==> src/rtl/daa_seq_multiplier.sv <==
// daa_seq_multiplier: iterative shift-add multiplier, one multiplier bit retired per clock.
// Ports: clk, reset_n (async active-low), start (sampled in IDLE), a/b (WIDTH operands),
//        busy (operation in flight), done (one-cycle pulse), result (2*WIDTH product, held).
// Define DAA_MULT_SIGNED_EN for two's-complement operands and result.
module daa_seq_multiplier #(
  parameter int WIDTH = 8
) (
  input  logic                 clk,
  input  logic                 reset_n,
  input  logic                 start,
  input  logic [WIDTH-1:0]     a,
  input  logic [WIDTH-1:0]     b,
  output logic                 busy,
  output logic                 done,
  output logic [2*WIDTH-1:0]   result
);
  localparam int CW = $clog2(WIDTH);
  typedef enum logic {IDLE, RUN} state_t;
  state_t state, state_nx;
  logic [WIDTH-1:0] a_q, a_nx, b_q, b_nx;
  logic [2*WIDTH-1:0] acc, acc_nx, result_nx, a_ext, pp, sum;
  logic [CW-1:0] cnt, cnt_nx;
  logic done_nx, last, sub;
  assign last = cnt == CW'(WIDTH - 1);
`ifdef DAA_MULT_SIGNED_EN
  // The MSB of a two's-complement multiplier carries negative weight.
  assign a_ext = {{WIDTH{a_q[WIDTH-1]}}, a_q};
  assign sub   = last;
`else
  assign a_ext = {{WIDTH{1'b0}}, a_q};
  assign sub   = 1'b0;
`endif
  assign pp  = b_q[cnt] ? a_ext << cnt : '0;
  // Carry out of 2*WIDTH bits is discarded; it never affects the product.
  assign sum = sub ? acc - pp : acc + pp;
  assign busy = state == RUN;
  always_comb begin
    state_nx  = state;
    a_nx      = a_q;
    b_nx      = b_q;
    acc_nx    = acc;
    cnt_nx    = cnt;
    result_nx = result;
    done_nx   = 1'b0;
    if (state == IDLE) begin
      if (start) begin
        state_nx = RUN;
        a_nx     = a;
        b_nx     = b;
        acc_nx   = '0;
        cnt_nx   = '0;
      end
    end else begin
      acc_nx = sum;
      cnt_nx = cnt + 1'b1;
      if (last) begin
        state_nx  = IDLE;
        result_nx = sum;
        done_nx   = 1'b1;
      end
    end
  end
  always_ff @(posedge clk or negedge reset_n) begin
    if (!reset_n) begin
      state  <= IDLE;
      a_q    <= '0;
      b_q    <= '0;
      acc    <= '0;
      cnt    <= '0;
      result <= '0;
      done   <= 1'b0;
    end else begin
      state  <= state_nx;
      a_q    <= a_nx;
      b_q    <= b_nx;
      acc    <= acc_nx;
      cnt    <= cnt_nx;
      result <= result_nx;
      done   <= done_nx;
    end
  end
endmodule

==> config.mk <==
export PLATFORM = sky130hd
export DESIGN_NAME = daa_seq_multiplier
export DESIGN_NICKNAME = d
export VERILOG_FILES = /design/src/rtl/daa_seq_multiplier.sv
export SDC_FILE = /design/constraint.sdc
export NUM_CORES = 1
export LEC_CHECK = 0
export CORE_MARGIN = 3
export CORE_UTILIZATION = 35
export CTS_CLUSTER_SIZE = 40
export DETAILED_ROUTE_END_ITERATION = 10
export DONT_BUFFER_PORTS = 1
export GPL_ROUTABILITY_DRIVEN = 1
export GPL_TIMING_DRIVEN = 0
export PLACE_DENSITY_LB_ADDON = 0.15
export SYNTH_ARGS = -nofsm -noshare
export SYNTH_HDL_FRONTEND = slang
export SYNTH_SLANG_ARGS = --single-unit
==> constraint.sdc <==
create_clock -name clk -period 4.45 [get_ports clk]
set_clock_uncertainty 0.2 [all_clocks]
set_input_delay 0.445 -clock clk [delete_from_list [all_inputs] [get_ports clk]]
set_output_delay 0.445 -clock clk [all_outputs]
set_load 0.01 [all_outputs]
## Word-level counts from Yosys, hierarchy flattened

Index checks and enable logic that the tools add are counted.

| storage, ports and cells | value |
|---|---|
| input bits | 19 |
| memories | 0 |
| memory bits (writable) | 0 |
| ROM bits | 0 |
| register bits after elaboration | 53 |
| bits in latches | 0 |
| logic and storage cells | 28 |
| output and inout bits | 18 |

| operators by class | value |
|---|---|
| add/sub/neg operators | 2 |
| div/mod/pow operators | 0 |
| shifts and indexed selects | 1 |
| reductions and logical operators | 3 |
| eq/ne operators | 1 |
| magnitude comparators | 1 |
| multiply operators | 0 |
| muxes and demuxes | 12 |
| bitwise logic cells | 1 |

Operator list:

| operator | count |
|---|---|
| $mux 16 | 3 |
| $add 16x16->16 | 1 |
| $shl 8x3->16 | 1 |
| $mux 1 | 6 |
| $mux 3 | 2 |
| $lt 3x4->1 const B | 1 |
| $reduce_and 2->1 | 2 |
| $add 3x1->3 const B | 1 |
| $bmux 1 s3 | 1 |
| $eq 3x3->1 const B | 1 |
| $reduce_bool 2->1 | 1 |
| $not 1->1 | 1 |

## Logic depth before layout (Yosys ltp)

| logic depth | value |
|---|---|
| word-level depth | 5 |
| mapped depth | 14 |
| depth with buffers taken out | 13 |

## Worst setup path before layout

Ideal clock, no wire load.

| path | value |
|---|---|
| path type | register to register |
| from | reg cnt[0] |
| to | reg result[12] |
| library setup time | 0.125 ns |
| path buffers | 2 |
| stages on the path, launching flop included | 14 |
| clock period less this slack | 3.288 ns |
| path slack | 1.162 ns |
| arrival | 2.963 ns |
| data required time | 4.125 ns |
| cells stage by stage | dfrtp_1 mux4_2 nand2_1 and2_1 clkbuf_1 nor2_1 ha_1 buf_6 a211o_1 a31oi_2 or3_4 nand3_2 xor2_1 mux2_2 |

| between the ends | value |
|---|---|
| cells in the longest elaborated chain, start to end | 4 |
| elaborated cells on any way between the ends | 7 |
| classes of those cells | add/sub (1); eq/ne (1); shift (1); mux (3); reduce/logical (1) |

Ends and longest elaborated chain:

| element | line | text |
|---|---|---|
| start: declaration | 22 | `logic [CW-1:0] cnt, cnt_nx;` |
| start signal: assignment | 77 | `cnt <= cnt_nx;` |
| $bmux 1 s3 | 33 | `assign pp = b_q[cnt] ? a_ext << cnt : '0;` |
| $mux 1 (implied by the code) | 33 |  |
| $mux 16 | 33 |  |
| $add 16x16->16 | 35 | `assign sum = sub ? acc - pp : acc + pp;` |
| end signal: assignment | 78 | `result <= result_nx;` |
| end: declaration | 15 | `output logic [2*WIDTH-1:0] result` |

Several ways; a longest one is shown, not always the timed one. The select of a mux whose other input is x is not followed.
A chain may end at the register's enable or synchronous reset.

## Final worst setup path

| path | value |
|---|---|
| from | reg cnt[1] |
| to | reg result[12] |

The elaborated chain is that of the path after synthesis.

==> metrics <==
Crit Path Class=reg -> reg; CP endpoint=result[12]; # IOs=37; largest net degree at the start of global routing=54; Worst Tran Pin Value=0.599 ns; Worst Setup Start Kind=flip-flop; sequential share of power=30.1%; total track usage=15.1%; Synth Warn #=0; Logic pwr share=60.3%; ant diodes=0; Filler Cell Count=866; number of flops mapped to enable cells by yosys=0; Synth area leaders=dfrtp_1 42%, mux2_2 11%, ha_1 6.7%, a21oi_1 3.3%, a22o_1 3.3%; Critical Path Sink Type=flip-flop; syn_nets=338; DRC=0; asr flop ratio synth=100%; Post-Layout Cell Count=420; RSZ-0062 raised after global routing=false; syn_area_per_cell=10.5 um2; Root Driver=clkbuf_8; Max rail drop VDD=218 uV; clk buf depth=2; max-slew violations=0; Leakage Power=1.56 nW; FF-to-FF End=result[12]; fin crit share=82.0%; worst slack, placed=0.767 ns; top_reg_cell synth=dfrtp_1; clock latency on the worst-skew pair=0.32 ns; # setup viols final=0; clock sinks=53; Post-Synthesis Cell Area=3160 um2; Routability Congestion=0.811; share of cells above drive strength 1=19.6%; Worst EP arrival=3.66 ns; CP Data Required Time=4.46 ns; Max FO, Critical Path=7; Post-Synthesis Cells=301; Core Box Area=8760 um2; first drt pass iteration count=4; Reg-to-Reg Start=cnt[1]; violation count after the first detailed-route iteration=70; routed via count=2320; status=complete, no violations; initial antenna violation count=0; Net Sw Frac=45.2%; Cell variety after synth=52; placed insts=409; fmax=274 MHz; PD cells=886 nW/um2; DPL Wire Length=5.29 mm; CTS tree=built; Area Growth Syn to Fin=8.75%; post-synth top area share=42.0%; synth cell count leaders=53 x dfrtp_1, 31 x mux2_2, 26 x nand2_1, 26 x nor2_1, 21 x a21oi_1; cell-internal power=1.67 mW; final net count=348; Clock Pin Slew Worst Setup and Hold Paths=0.11 ns; die height=101 um; sequential area share after synthesis=42.0%; Num CTS Buffers=5; max-capacitance violation count=0; H-tree levels=2; Worst Reg-to-Reg Cells=14; width of the die=101 um; fin crit period=3.65 ns; slack of the critical path=0.802 ns; wirelength, routed=7.19 mm; vias per cell=5.52; Rows=34; first-pass GRT wire length=12.2 mm; count leader, synth=dfrtp_1; Hold Fails Final Rpt=0; Overflow after GRT=0; Clk pwr share=9.5%; flops & latches, synth=53; Critical path origin=cnt[1]; per-cell routed wire length=17.1 um; # port buffers=0; worst min-delay path class=in -> reg; DRT antenna net count=0; area leader, netlist=dfrtp_1; slew margin rel.=59.9%; post-CTS setup buffer count=0; switching power=1.38 mW; Starting Density=36.1%; register-to-register setup slack=0.80 ns; vias in the first global route=2361; full die area=10200 um2; setup TNS=0 ns
## worst min-delay path by stage
stage | from | to | slack, ns | cells after the start
detailed placement | reset_n | result[14] | -0.05 | 0
floorplan | reset_n | a_q[0] | -0.05 | 0
global route | a[3] | a_q[3] | 0.04 | 1
global placement | reset_n | b_q[4] | -0.05 | 0
CTS | a[1] | a_q[1] | 0.05 | 1
finish | a[1] | a_q[1] | 0.06 | 1
## critical path, cell delays in order (launching register included)
cell      delay, ns
dfrtp_1        0.36
clkbuf_1       0.33
mux4_2         0.38
nand2_1        0.17
and2_1         0.15
clkbuf_1       0.24
nor2_1         0.11
ha_1           0.29
buf_6          0.14
a211o_1        0.29
a31oi_2        0.20
or3_4          0.19
nand3_2        0.08
xor2_1         0.16
mux2_2         0.26
## layer usage
layer | wire [um] | share of wire, % | global-route usage [%] | vias to the layer above
met2 | 3330 | 46 | 24.0 | 34
met4 | 90 | 1.3 | 3.68 | 0
met1 | 3530 | 49 | 21.0 | 1156
met3 | 239 | 3.3 | 2.98 | 7
li1 | - | - | - | 1123
met5 | 0 | 0 | 0 | -
## per-stage QoR
stage	util [%]	power, mW	hold slack, ns	cell area [um2]
floorplan	-	2.37	-0.0506	3160
CTS	39.2	3.09	0.0500	3440
global route	39.2	3.35	0.0412	3440
detailed placement	37.6	2.76	-0.0486	3300
global placement	37.6	2.73	-0.0476	3300
finish	39.2	3.04	0.0605	3440
## placed cells by master, fill, tap and decap left out, types with 2 or more instances in the layout
cell	synthesis	routed
and3_1	2	2
mux2i_1	9	9
ha_1	17	17
clkbuf_1	10	10
o21bai_1	2	2
and2_1	2	2
dfrtp_1	53	53
nor2_1	26	26
a31oi_1	4	4
a21oi_1	21	21
a41oi_1	2	2
nand3_1	6	6
o31ai_1	3	3
buf_2	4	4
a22o_1	12	12
a21o_1	5	5
dlygate4sd3_1	0	2
o21ai_0	6	6
buf_6	2	2
clkbuf_8	0	5
mux2_2	31	31
xor2_1	3	3
nand4_1	4	4
a21oi_2	5	5
mux4_2	2	2
o311ai_0	2	2
inv_1	4	4
xnor2_1	7	7
nand2_1	26	26
nor3_1	4	4
nand2b_1	4	4
## power groups by stage
stage               logic, mW  registers, mW  clock network [mW]
finish                   1.84          0.918               0.291
global route             2.07          0.956               0.321
CTS                      1.86          0.924               0.303
detailed placement       1.83          0.935                   0
global placement         1.81          0.928                   0
floorplan                1.49          0.878                   0
## repair_timing
action,in CTS,in global routing
setup endpoints to repair,0,0
hold buffers,3,0
endpoints found under the hold margin,55,0
gates resized for setup,0,0
## flip-flops by register name (all words and copies together) (netlist names)
signal / flops
a_q: 8
acc: 16
b_q: 8
busy: 1
cnt: 3
done: 1
result: 16
## layout make-up
| cell class | instances | area (um2) | area share (%) |
|---|---|---|---|
| Clock buffer | 5 | 68.8 | 2.00 |
| Tap cell | 108 | 135 | 3.93 |
| Timing Repair Buffer | 3 | 47.5 | 1.38 |
| Clock inverter | 3 | 25.0 | 0.728 |
| Inverter | 5 | 18.8 | 0.546 |
| Buffer | 16 | 80.1 | 2.33 |
| Multi-Input combinational cell | 227 | 1740 | 50.5 |
| Sequential cell | 53 | 1330 | 38.6 |
## kinds of logic (layout without fill, tap and decap cells)
group	Yosys count	count (layout)	share of synthesized area, %
xor gates and xnor gates	10	10	2.77
AOI/OAI and AO/OA	75	75	16.9
buffers and inverters	21	32	3.13
muxes	43	43	15.8
adders and majority gates	18	18	7.36
and+or+nand+nor	81	81	12.1
DFF	53	53	42.0
No activity file was read; power rests on OpenSTA's default activity.
